$ cat src/rtl/instr_trace_uart_tx.sv
// Instruction-trace UART transmitter: buffers retired instructions and
// sends each as four little-endian 8N1 frames, flagging the halt word.
module instr_trace_uart_tx #(
    parameter int          CLKS_PER_BIT = 434,
    parameter int          FIFO_DEPTH   = 16,
    parameter logic [31:0] HALT_INSTR   = 32'h0000_0001
) (
    input  logic        clk,
    input  logic        reset,
    input  logic        instr_valid,
    input  logic [31:0] instr,
    output logic        txd,
    output logic        fifo_full,
    output logic        overflow,
    output logic        busy,
    output logic        halted
);

    localparam int AW = $clog2(FIFO_DEPTH);
    localparam int CW = $clog2(CLKS_PER_BIT);
    localparam logic [CW-1:0] BAUD_MAX = CW'(CLKS_PER_BIT - 1);
    localparam logic [AW:0]   DEPTH_C  = (AW + 1)'(FIFO_DEPTH);

    typedef enum logic [1:0] {IDLE, START, DATA, STOP} state_t;

    state_t        state_q, state_d;
    logic [1:0]    byte_q, byte_d;
    logic [2:0]    bit_q, bit_d;
    logic [CW-1:0] baud_q, baud_d;
    logic [31:0]   shreg_q, shreg_d;
    logic          txd_q, txd_d;
    logic          halt_seen_q, halt_seen_d;
    logic          overflow_q, overflow_d;
    logic          halted_q, halted_d;
    logic [AW-1:0] wr_ptr_q, wr_ptr_d;
    logic [AW-1:0] rd_ptr_q, rd_ptr_d;
    logic [AW:0]   count_q, count_d;
    logic [31:0]   mem_q [FIFO_DEPTH];

    logic full, pop, accept, push, baud_last;

    always_comb begin
        state_d     = state_q;
        byte_d      = byte_q;
        bit_d       = bit_q;
        baud_d      = baud_q;
        shreg_d     = shreg_q;
        txd_d       = txd_q;
        halt_seen_d = halt_seen_q;
        overflow_d  = overflow_q;
        halted_d    = halted_q;
        wr_ptr_d    = wr_ptr_q;
        rd_ptr_d    = rd_ptr_q;
        count_d     = count_q;

        full      = (count_q == DEPTH_C);
        pop       = (state_q == IDLE) && (count_q != '0);
        accept    = instr_valid && !halt_seen_q;
        push      = accept && (!full || pop);
        baud_last = (baud_q == BAUD_MAX);

        // A halt word counts as seen even if it is dropped on overflow.
        if (accept && full && !pop) overflow_d = 1'b1;
        if (accept && instr == HALT_INSTR) halt_seen_d = 1'b1;

        if (push) wr_ptr_d = wr_ptr_q + AW'(1);
        if (pop) rd_ptr_d = rd_ptr_q + AW'(1);
        if (push && !pop) count_d = count_q + (AW + 1)'(1);
        if (pop && !push) count_d = count_q - (AW + 1)'(1);

        if (state_q == IDLE && halt_seen_q && count_q == '0) halted_d = 1'b1;

        unique case (state_q)
            IDLE: begin
                txd_d = 1'b1;
                if (pop) begin
                    shreg_d = mem_q[rd_ptr_q];
                    byte_d  = 2'd0;
                    baud_d  = '0;
                    state_d = START;
                    txd_d   = 1'b0;
                end
            end
            START: begin
                if (baud_last) begin
                    baud_d  = '0;
                    bit_d   = 3'd0;
                    state_d = DATA;
                    txd_d   = shreg_q[0];
                end else begin
                    baud_d = baud_q + CW'(1);
                end
            end
            DATA: begin
                if (baud_last) begin
                    baud_d  = '0;
                    shreg_d = shreg_q >> 1;
                    if (bit_q == 3'd7) begin
                        state_d = STOP;
                        txd_d   = 1'b1;
                    end else begin
                        bit_d = bit_q + 3'd1;
                        txd_d = shreg_q[1];
                    end
                end else begin
                    baud_d = baud_q + CW'(1);
                end
            end
            STOP: begin
                if (baud_last) begin
                    baud_d = '0;
                    if (byte_q == 2'd3) begin
                        state_d = IDLE;
                        txd_d   = 1'b1;
                    end else begin
                        byte_d  = byte_q + 2'd1;
                        state_d = START;
                        txd_d   = 1'b0;
                    end
                end else begin
                    baud_d = baud_q + CW'(1);
                end
            end
            default: state_d = IDLE;
        endcase
    end

    always_ff @(posedge clk or posedge reset) begin
        if (reset) begin
            state_q     <= IDLE;
            byte_q      <= '0;
            bit_q       <= '0;
            baud_q      <= '0;
            shreg_q     <= '0;
            txd_q       <= 1'b1;
            halt_seen_q <= 1'b0;
            overflow_q  <= 1'b0;
            halted_q    <= 1'b0;
            wr_ptr_q    <= '0;
            rd_ptr_q    <= '0;
            count_q     <= '0;
        end else begin
            state_q     <= state_d;
            byte_q      <= byte_d;
            bit_q       <= bit_d;
            baud_q      <= baud_d;
            shreg_q     <= shreg_d;
            txd_q       <= txd_d;
            halt_seen_q <= halt_seen_d;
            overflow_q  <= overflow_d;
            halted_q    <= halted_d;
            wr_ptr_q    <= wr_ptr_d;
            rd_ptr_q    <= rd_ptr_d;
            count_q     <= count_d;
        end
    end

    always_ff @(posedge clk) begin
        if (push) mem_q[wr_ptr_q] <= instr;
    end

    assign txd       = txd_q;
    assign fifo_full = full;
    assign overflow  = overflow_q;
    assign busy      = (count_q != '0) || (state_q != IDLE);
    assign halted    = halted_q;

endmodule

$ cat config.mk
export PLATFORM = sky130hd
export DESIGN_NAME = instr_trace_uart_tx
export DESIGN_NICKNAME = d
export VERILOG_FILES = /design/src/rtl/instr_trace_uart_tx.sv
export SDC_FILE = /design/constraint.sdc
export NUM_CORES = 1
export LEC_CHECK = 0
export CAP_MARGIN = 10
export CORE_UTILIZATION = 60
export DETAILED_ROUTE_END_ITERATION = 8
export DONT_BUFFER_PORTS = 1
export GPL_TIMING_DRIVEN = 0
export PLACE_DENSITY_LB_ADDON = 0.08
export SLEW_MARGIN = 25
export SYNTH_ARGS = -nofsm -noshare
export SYNTH_HDL_FRONTEND = slang
export SYNTH_SLANG_ARGS = --single-unit
$ cat constraint.sdc
create_clock -name clk -period 6.8 [get_ports clk]
set_input_delay 1.36 -clock clk [delete_from_list [all_inputs] [get_ports clk]]
set_output_delay 1.36 -clock clk [all_outputs]
set_load 0.01 [all_outputs]
# --- Yosys cells after proc, flatten, opt, wreduce, memory -nomap -nowiden ---
# Memory sizes are Yosys's and may differ from the RTL's.
# Index checks and enable logic that the tools add are counted.
totals:
  reg_bits: 65
  ramBits: 512
  in_bits: 35
  out_inout_bits: 5
  wordCells: 97
  n_memories: 1
memory_table:
  columns: ["memory", "depth", "word_bits", "rd", "rd_ports_with_merged_regs", "wr", "line_no", "text"]
  rows:
  - ["mem_q", 16, 32, 1, 0, 1, "38", "logic [31:0] mem_q [FIFO_DEPTH];"]
op_classes:
  addsub: 7
  eq_ne: 15
  n_mux: 32
  n_reduce_logical: 30
op_table:
  columns: ["cell", "n"]
  rows:
  - ["two-way mux 32 bit", 2]
  - ["one-hot mux 32 bit (2 select lines)", 1]
  - ["== test 32 x 1 -> 1 bit, second input constant", 1]
  - ["two-way mux 9 bit", 2]
  - ["one-hot mux 9 bit (2 select lines)", 1]
  - ["two-way mux 2 bit", 8]
  - ["!= test 2 bit, second input constant", 7]
  - ["logical AND 1 bit", 10]
  - ["two-way mux 5 bit", 2]
  - ["nonzero test 2 bit", 5]
  - ["adder 9 x 1 -> 9 bit, second input constant", 1]
  - ["== test 9 bit, second input constant", 1]
  - ["two-way mux 1 bit", 9]
  - ["two-way mux 3 bit", 3]
  - ["adder 4 x 1 -> 4 bit, second input constant", 2]
  - ["one-hot mux 2 bit (4 select lines)", 1]
  - ["AND reduction 4 bit", 2]
  - ["== test 2 bit, second input constant", 3]
  - ["one-hot mux 3 bit (2 select lines)", 1]
  - ["AND reduction 3 bit", 2]
  - ["adder 5 x 1 -> 5 bit, second input constant", 1]
  - ["== test 5 bit, second input constant", 1]
  - ["logical NOT 5 bit", 1]
  - ["AND reduction 5 bit", 1]
  - ["other kinds (12)", 16]

# --- Longest topological paths before layout ---
# Gate-level depths: netlist of the first run.
logic_depth:
  ltp_word: 7
  ltp_mapped: 9

# --- Worst setup path before layout of the first run ---
# Ideal clock, no wire load.
synth_path:
  kind: "input-to-reg"
  from: "input port instr_valid"
  to: "memory mem_q[12][0] (enable)"
  setup_time_ns: 0.392
  arrival_ns: 2.915
  t_required_ns: 6.408
  path_slack_ns: 3.493
  path_stages: 4
  cell_sequence: "nand2b_1 a31oi_1 and3_1 and2_1"
synth_between:
  elab_chain_len: 4
synth_rtl:
  columns: ["element", "line_no", "text"]
  rows:
  - ["start: declaration", "10", "input logic instr_valid,"]
  - ["logical AND 1 bit", "58", "accept = instr_valid && !halt_seen_q;"]
  - ["logical AND 1 bit", "59", "push = accept && (!full || pop);"]
  - ["two-way mux 1 bit", "159", "if (push) mem_q[wr_ptr_q] <= instr;"]
  - ["two-way mux 1 bit (not written as such)", "159", null]
  - ["end: declaration", "38", null]
# No other way between the ends.

# --- Worst setup path after layout of the first run ---
layout_path:
  from: "register state_q[0]"
  to: "output port busy"
layout_between:
  elab_chain_len: 2
layout_rtl:
  columns: ["element", "line_no", "text"]
  rows:
  - ["start: declaration", "26", "state_t state_q, state_d;"]
  - ["start signal: assignment", "143", "state_q <= state_d;"]
  - ["nonzero test 2 bit", "165", "assign busy = (count_q != '0) || (state_q != IDLE);"]
  - ["logical OR 1 bit", "165", null]
  - ["end: declaration", "15", "output logic busy,"]
# No other way between the ends.

==> summary.md, run 1 <==
| Metric | Value |
|---|---|
| Total power | 8.03 mW |
| Largest net degree at the start of global routing | 45 |
| Clk sinks | 577 |
| Register area share after synthesis | 0.743 |
| CP cell instances | inv_1 -> ha_1 -> buf_2 -> inv_1 -> nor3_4 -> inv_1 |
| TritonCTS clock tree | done |
| Hold_sp | baud_q[7]$_DFFE_PP0P_ |
| Minimum clock period | 3830 ps |
| DRT Pass-1 Iters | 5 |
| Mapped Cells | ~1,300 |
| Placer Congestion | roughly 0.83 |
| Hold-fix buffers, CTS | 0 |
| PwrDens | 314 mW/mm2 |
| CP max stage cell | nor3_4 |
| Vias | 12,000 |
| Crit. path cell count | 6 |
| Slew headroom | 0.428 |
| Worst skew pair latency | 620 ps |
| Routed WL | between 50,000 and 60,000 um |
| N_diodes | 0 |
| Area growth syn-to-layout | 11.8% |
| DIE WIDTH | 197 um |
| Largest family of logic cells by synthesized area | multiplexers |
| Total GRT Usage | 0.275 |
| Syn nets | 1,336 |
| Starting Density | 0.609 |
| WP data required | 5440 ps |
| Crit path launch type | flop |
| Crit path from | state_q[0]$_DFFE_PP0P_ |
| Final setup fails | 0 |
| Outcome | finished clean |
| Max-Cap Viols | 0 |
| Worst-path maximum fanout | 10 |
| Global route overflow | 0 |
| Slew Viols, Final | 0 |
| First-pass GRT wire length | 77,100 um |
| Reg2reg end | mem_q[7][10]$_DFFE_PP_ |
| RSZ-0062 raised after global routing | no |
| Clock H-tree levels | 2 |
| Post-detail-place hpwl | 30,400 um |
| Root buffer cell | clkbuf_16 |
| Largest area contributor in the netlist | edfxtp_1 |
| CP Buf/Inv Count | 4 |
| Arrival @ worst endpoint | 2470 ps |
| Adder-cell share of the synthesized area | 0.00930 |
| Hold-critical path depth | 1 |
| R2R setup slack | 3640 ps |
| Fmax achieved | 0.261 GHz |
| Post-synth top cells | edfxtp_1 (512), mux2i_1 (125), nand2_1 (82) |
| Count leader, synth | edfxtp_1 |
| CP most frequent cell | inv_1 |
| CTS max path bufs | 3 |
| Die ar. | 0.0389 mm2 |
| Chip Height | around 200 um |
| Min-Delay Path Class | reg -> reg |
| CP Capture Type | output port |
| Yosys cell types | 57 |
| # DRC | 0 |
| Fin. Hold Viols | 0 |
| Fin nets | around 1,400 |
| Share of cells above drive strength 1 | 0.162 |
| Static leakage | 8.38 nW |
| Peak supply drop | 268 uV |
| Synthesized area | 0.0229 mm2 |
| Number of enable flip-flop cells after synthesis | 512 |
| Largest delay contributor family on the critical path | buffers and inverters |
| Kind of critical path | reg -> out |
| Fin crit share | 0.563 |
| Post-synthesis compound-gate area fraction | 0.0644 |
| IO buf count | 0 |
| Yosys warnings | 0 |
| Top FF cell, synth | edfxtp_1 |
| Synth Area in XOR/XNOR | 0.00498 |
| CTS buffer count | between 50 and 60 |
| Via/cell ratio | 6.31 |
| Post-synth top area share | 0.672 |
| Post-DRT Antenna Nets | 0 |
| Actual slew at the worst max-slew pin | 857 ps |
| Synth area leaders | edfxtp_1 (67%), dfrtp_1 (7.0%), mux4_2 (6.6%) |
| # rows | 71 |
| Postcts setup bufs | 0 |
| Synth Area in Simple Gates | 0.0381 |
| DR iter-0 viols | between 1,000 and 1,500 |
| Syn avg cell area | 17.8 um2 |
| Routed len/inst | approximately 27 um |
| Worst R2R Start | state_q[0]$_DFFE_PP0P_ |
| Setup_tns | 0 ps |
| Fin Clk Skew | 20.1 ps |
| Resized cells post-CTS | 0 |
| Number of global-route vias before repair | 12,200 |
| Core area | 0.0376 mm2 |
| Register-to-Register Path Depth | 9 |
| Io pins | 40 |
| CTS clk-pin slew, worst paths | roughly 60 ps |
| Mux contribution to synthesized area | 0.123 |
| Synthesized flop and latch total | 577 |
| Largest stage delay, worst path | approximately 430 ps |
| Fraction of registers with async set/reset | 0.113 |
| Hold path endpoint | baud_q[7]$_DFFE_PP0P_ |
| Initial antenna violation count | 0 |
cell type report:
cell class | instances | area [um2]
plain buffers | 74 | 324
clock buffers | 72 | 1510
clock inverters | 34 | 357
fillers | 2494 | 12000
inverters | 15 | 58.8
multi-input cells | 618 | 5520
flip-flops and latches | 577 | 17000
well taps | 511 | 639
repair buffers | 7 | 155
registers in the layout, indices dropped and copies added (netlist names), 2 cells and up:
signal,count
mem_q,512
shreg_q,32
baud_q,9
count_q,5
rd_ptr_q,4
wr_ptr_q,4
bit_q,3
byte_q,2
state_q,2
worst register-to-register path: stages, from the launching register on:
cell,delay [ps]
dfrtp_1,410
inv_1,140
ha_1,150
buf_2,250
inv_1,190
a31oi_1,570
nand2_1,110
nor2_1,200
and2_2,540
buf_12,260
metrics by stage:
step                area [um2]  hold WS (ps)  worst slack, ps  std cells   util
finish                   25600           512             2970       1908  0.681
global route             25600           544             2860       1908  0.681
CTS                      25600           513             2980       1908  0.681
detailed placement       23700           504             3230       1802  0.631
global placement         23500           483             2290       1795  0.626
floorplan                22900           459             3490       1284      -
how the worst max path moves through the flow:
stage                                   to  slack [ps]
finish                                busy        2970
global route                          busy        2860
CTS                                   busy        2980
detailed placement  mem_q[15][4]$_DFFE_PP_        3230
global placement     mem_q[4][2]$_DFFE_PP_        2290
floorplan           mem_q[12][0]$_DFFE_PP_        3490
report_power, final:
part           leakage [nW]  switching (mW)  internal [mW]  total, mW
registers              5.41          0.0828           4.20       4.29
logic                  2.05           0.381          0.200      0.580
clock network         0.921            1.32           1.84       3.16
total                  8.38            1.79           6.24       8.03
cell families (layout without fill, tap and decap cells):
kind of cell	Yosys count	in the layout
buf+inv	89	202
simple gates	186	186
fa+ha+maj	17	17
compound gates	205	205
flops	577	577
xor+xnor	13	13
mux	197	197
cell usage in the layout, fill, tap and decap left out, types with 5 or more instances in the layout:
master     instances
and2_4            10
nand3_1            5
nand2_1           82
nor2_1            44
and3_1             5
a31oi_1           33
edfxtp_1         512
a211o_1           31
clkbuf_1          51
nor4_1             7
mux2i_1          125
buf_12             5
o21ai_0           16
clkbuf_16         57
ha_1              17
clkinv_2          14
buf_2             31
dfrtp_1           64
a21oi_1            6
inv_1             13
o22ai_1           32
a22oi_1           64
clkinv_1           7
and2_2             6
xnor2_1            9
mux4_2            67
bufinv_16          7
metal layers:
metal	global-route usage	vias up	share of wire
li1	-	5263	-
met1	0.395	6248	0.43
met2	0.440	462	0.48
met3	0.0451	74	0.067
met4	0.0810	0	0.020
met5	0	-	0
Note: power is estimated with default switching activity, not from simulation.
==> run 2: changes to the inputs <==
CORE_UTILIZATION = 57   (was 60)
clock period = 3.2 ns   (was 6.8 ns; I/O delays follow)
==> run 2 against run 1 <==
Net effect: critical path depth is the same; power grew 110%; first-iteration DRC count shrank 4.3%; sequential cell count is the same; sequential share of layout area grew 0.18 points; hold slack lost 390 ps; critical endpoint unchanged; clock skew shrank 4.1 ps.
==> summary.md, run 2 (synthesized netlist as in run 1, its figures left out) <==
| Metric | Value |
|---|---|
| Root buffer cell | clkbuf_16 |
| Peak supply drop | around 460 uV |
| CP cell instances | inv_1 -> ha_1 -> buf_2 -> inv_1 -> nor3_4 -> inv_1 |
| Largest stage delay, worst path | 420 ps |
| Fin nets | 1,399 |
| Max reg flops | between 500 and 600 |
| Io pins | 40 |
| CTS max path bufs | 3 |
| First-pass GRT wire length | 76,000 um |
| Die ar. | 0.0409 mm2 |
| Fin crit share | 0.945 |
| Fin. Hold Viols | 0 |
| PnR worst setup slack | 175 ps |
| Most flop-heavy register | mem_q |
| Worst-path maximum fanout | 10 |
| WP data required | 2560 ps |
| DIE WIDTH | approximately 200 um |
| Slew headroom | 0.379 |
| Comb power frac | 0.071 |
| PwrDens | 660 mW/mm2 |
| # rows | between 70 and 80 |
| DR iter-0 viols | 1,062 |
| Switching share of power | 0.223 |
| Share of cells above drive strength 1 | 0.160 |
| Starting Density | 0.577 |
| Number of global-route vias before repair | 12,000 |
| Worst skew pair latency | 610 ps |
| Chip Height | 202 um |
| Post-DRT Antenna Nets | 0 |
| Clock H-tree levels | 2 |
| Vias | around 12,000 |
| Largest regs | mem_q (512), shreg_q (32), baud_q (9) |
| Minimum clock period | 3020 ps |
| Setup WS pre-CTS | 177 ps |
| Outcome | finished clean |
| Routed len/inst | 26.6 um |
| Reg area | 0.0170 mm2 |
| # DRC | 0 |
| Initial antenna violation count | 0 |
| Core area | 0.0396 mm2 |
| RSZ-0062 raised after global routing | no |
| Global route overflow | 0 |
| CP max stage cell | dfrtp_1 |
| Min-Delay Path Class | in -> reg |
| Crit path launch type | flop |
| DRT Pass-1 Iters | 5 |
| Area growth syn-to-layout | 11.5% |
| Fmax achieved | ~0.33 GHz |
| Arrival @ worst endpoint | 2380 ps |
| Multi-input gate area | 0.00553 mm2 |
| DP Area | 0.0237 mm2 |
| Most frequent cells in the layout | edfxtp_1 (512), mux2i_1 (125), nand2_1 (82), mux4_2 (67) |
| Postcts setup bufs | 0 |
| Largest net degree at the start of global routing | 41 |
| Sw Pwr | 3.75 mW |
| Total GRT Usage | 0.256 |
| Routed WL | 51,000 um |
| N_diodes | 0 |
| Final Cell Area | 0.0255 mm2 |
| Most common cell after layout, fill and taps aside | edfxtp_1 |
| Actual slew at the worst max-slew pin | 931 ps |
| Fin Clk Skew | 16.0 ps |
| IO buf count | 0 |
| Via/cell ratio | 6.15 |
| Clk network pwr share | 0.388 |
| Fill cell count | 2,791 |
| Sequential share of power | 0.541 |
| CTS clk-pin slew, worst paths | roughly 60 ps |
| Final setup fails | 0 |
| Internal power | 13.1 mW |
| Placer Congestion | between 0.7 and 0.8 |
| Slew Viols, Final | 0 |
| Clk sinks | roughly 580 |
| Static leakage | 8.33 nW |
| Max-Cap Viols | 0 |
| CP most frequent cell | inv_1 |
| CTS buffer count | 56 |
| R2R setup slack | 330 ps |
| Post-detail-place hpwl | about 30,000 um |
| TritonCTS clock tree | done |
| CP Capture Type | output port |
| Kind of critical path | reg -> out |
run 2: worst paths after layout:
path	startpoint	end	cells after the start
max in group asynchronous	reset	shreg_q[1]$_DFFE_PP0P_	3
max	state_q[0]$_DFFE_PP0P_	busy	6
min reg2reg	baud_q[7]$_DFFE_PP0P_	baud_q[7]$_DFFE_PP0P_	1
min in group asynchronous	reset	baud_q[3]$_DFFE_PP0P_	2
max reg2reg	rd_ptr_q[0]$_DFFE_PP0N_	shreg_q[29]$_DFFE_PP0P_	8
min	instr[15]	mem_q[3][15]$_DFFE_PP_	0
run 2: area by class of cell:
cell class	instances	area share
Tap cell	525	0.0258
Buffer	74	0.0127
Timing Repair Buffer	5	0.00412
Sequential cell	577	0.667
Inverter	15	0.00231
Multi-Input combinational cell	618	0.217
Clock buffer	78	0.0629
Clock inverter	25	0.00854
run 2: layer usage:
metal,global-route usage,part of all wire,up-vias
li1,-,-,5255
met1,0.363,0.44,6085
met2,0.409,0.48,354
met3,0.0401,0.055,91
met4,0.0857,0.029,0
met5,0,0,-
run 2: what timing repair did:
action | 4_1_cts | 5_1_grt
setup endpoints to repair | 0 | 171
hold endpoints to repair | 24 | 0
gates resized for setup | 0 | 1
hold buffers | 1 | 0
run 2: per-stage QoR:
stage | std cells | setup TNS [ps] | util | power (mW) | hold slack, ps
floorplan | 1284 | 0 | - | 10.0 | 459
global placement | 1809 | -280010 | 0.594 | 10.4 | 484
detailed placement | 1813 | 0 | 0.597 | 10.5 | 484
CTS | 1917 | 0 | 0.643 | 16.9 | 93.9
global route | 1917 | 0 | 0.643 | 17.3 | 104
finish | 1917 | 0 | 0.643 | 16.8 | 123
run 2: power by group through the flow:
stage	combinational (mW)	sequential [mW]	clock [mW]
floorplan	0.783	9.22	0
global placement	1.13	9.27	0
detailed placement	1.21	9.26	0
CTS	1.21	9.11	6.61
global route	1.31	9.15	6.87
finish	1.19	9.11	6.53
run 2: worst max-delay path: cells and delay by family, from the launching register on:
kind | cells | cell delay, ps
buf+inv | 4 | 820
fa+ha+maj | 1 | 160
flops | 1 | 420
simple gates | 1 | 370
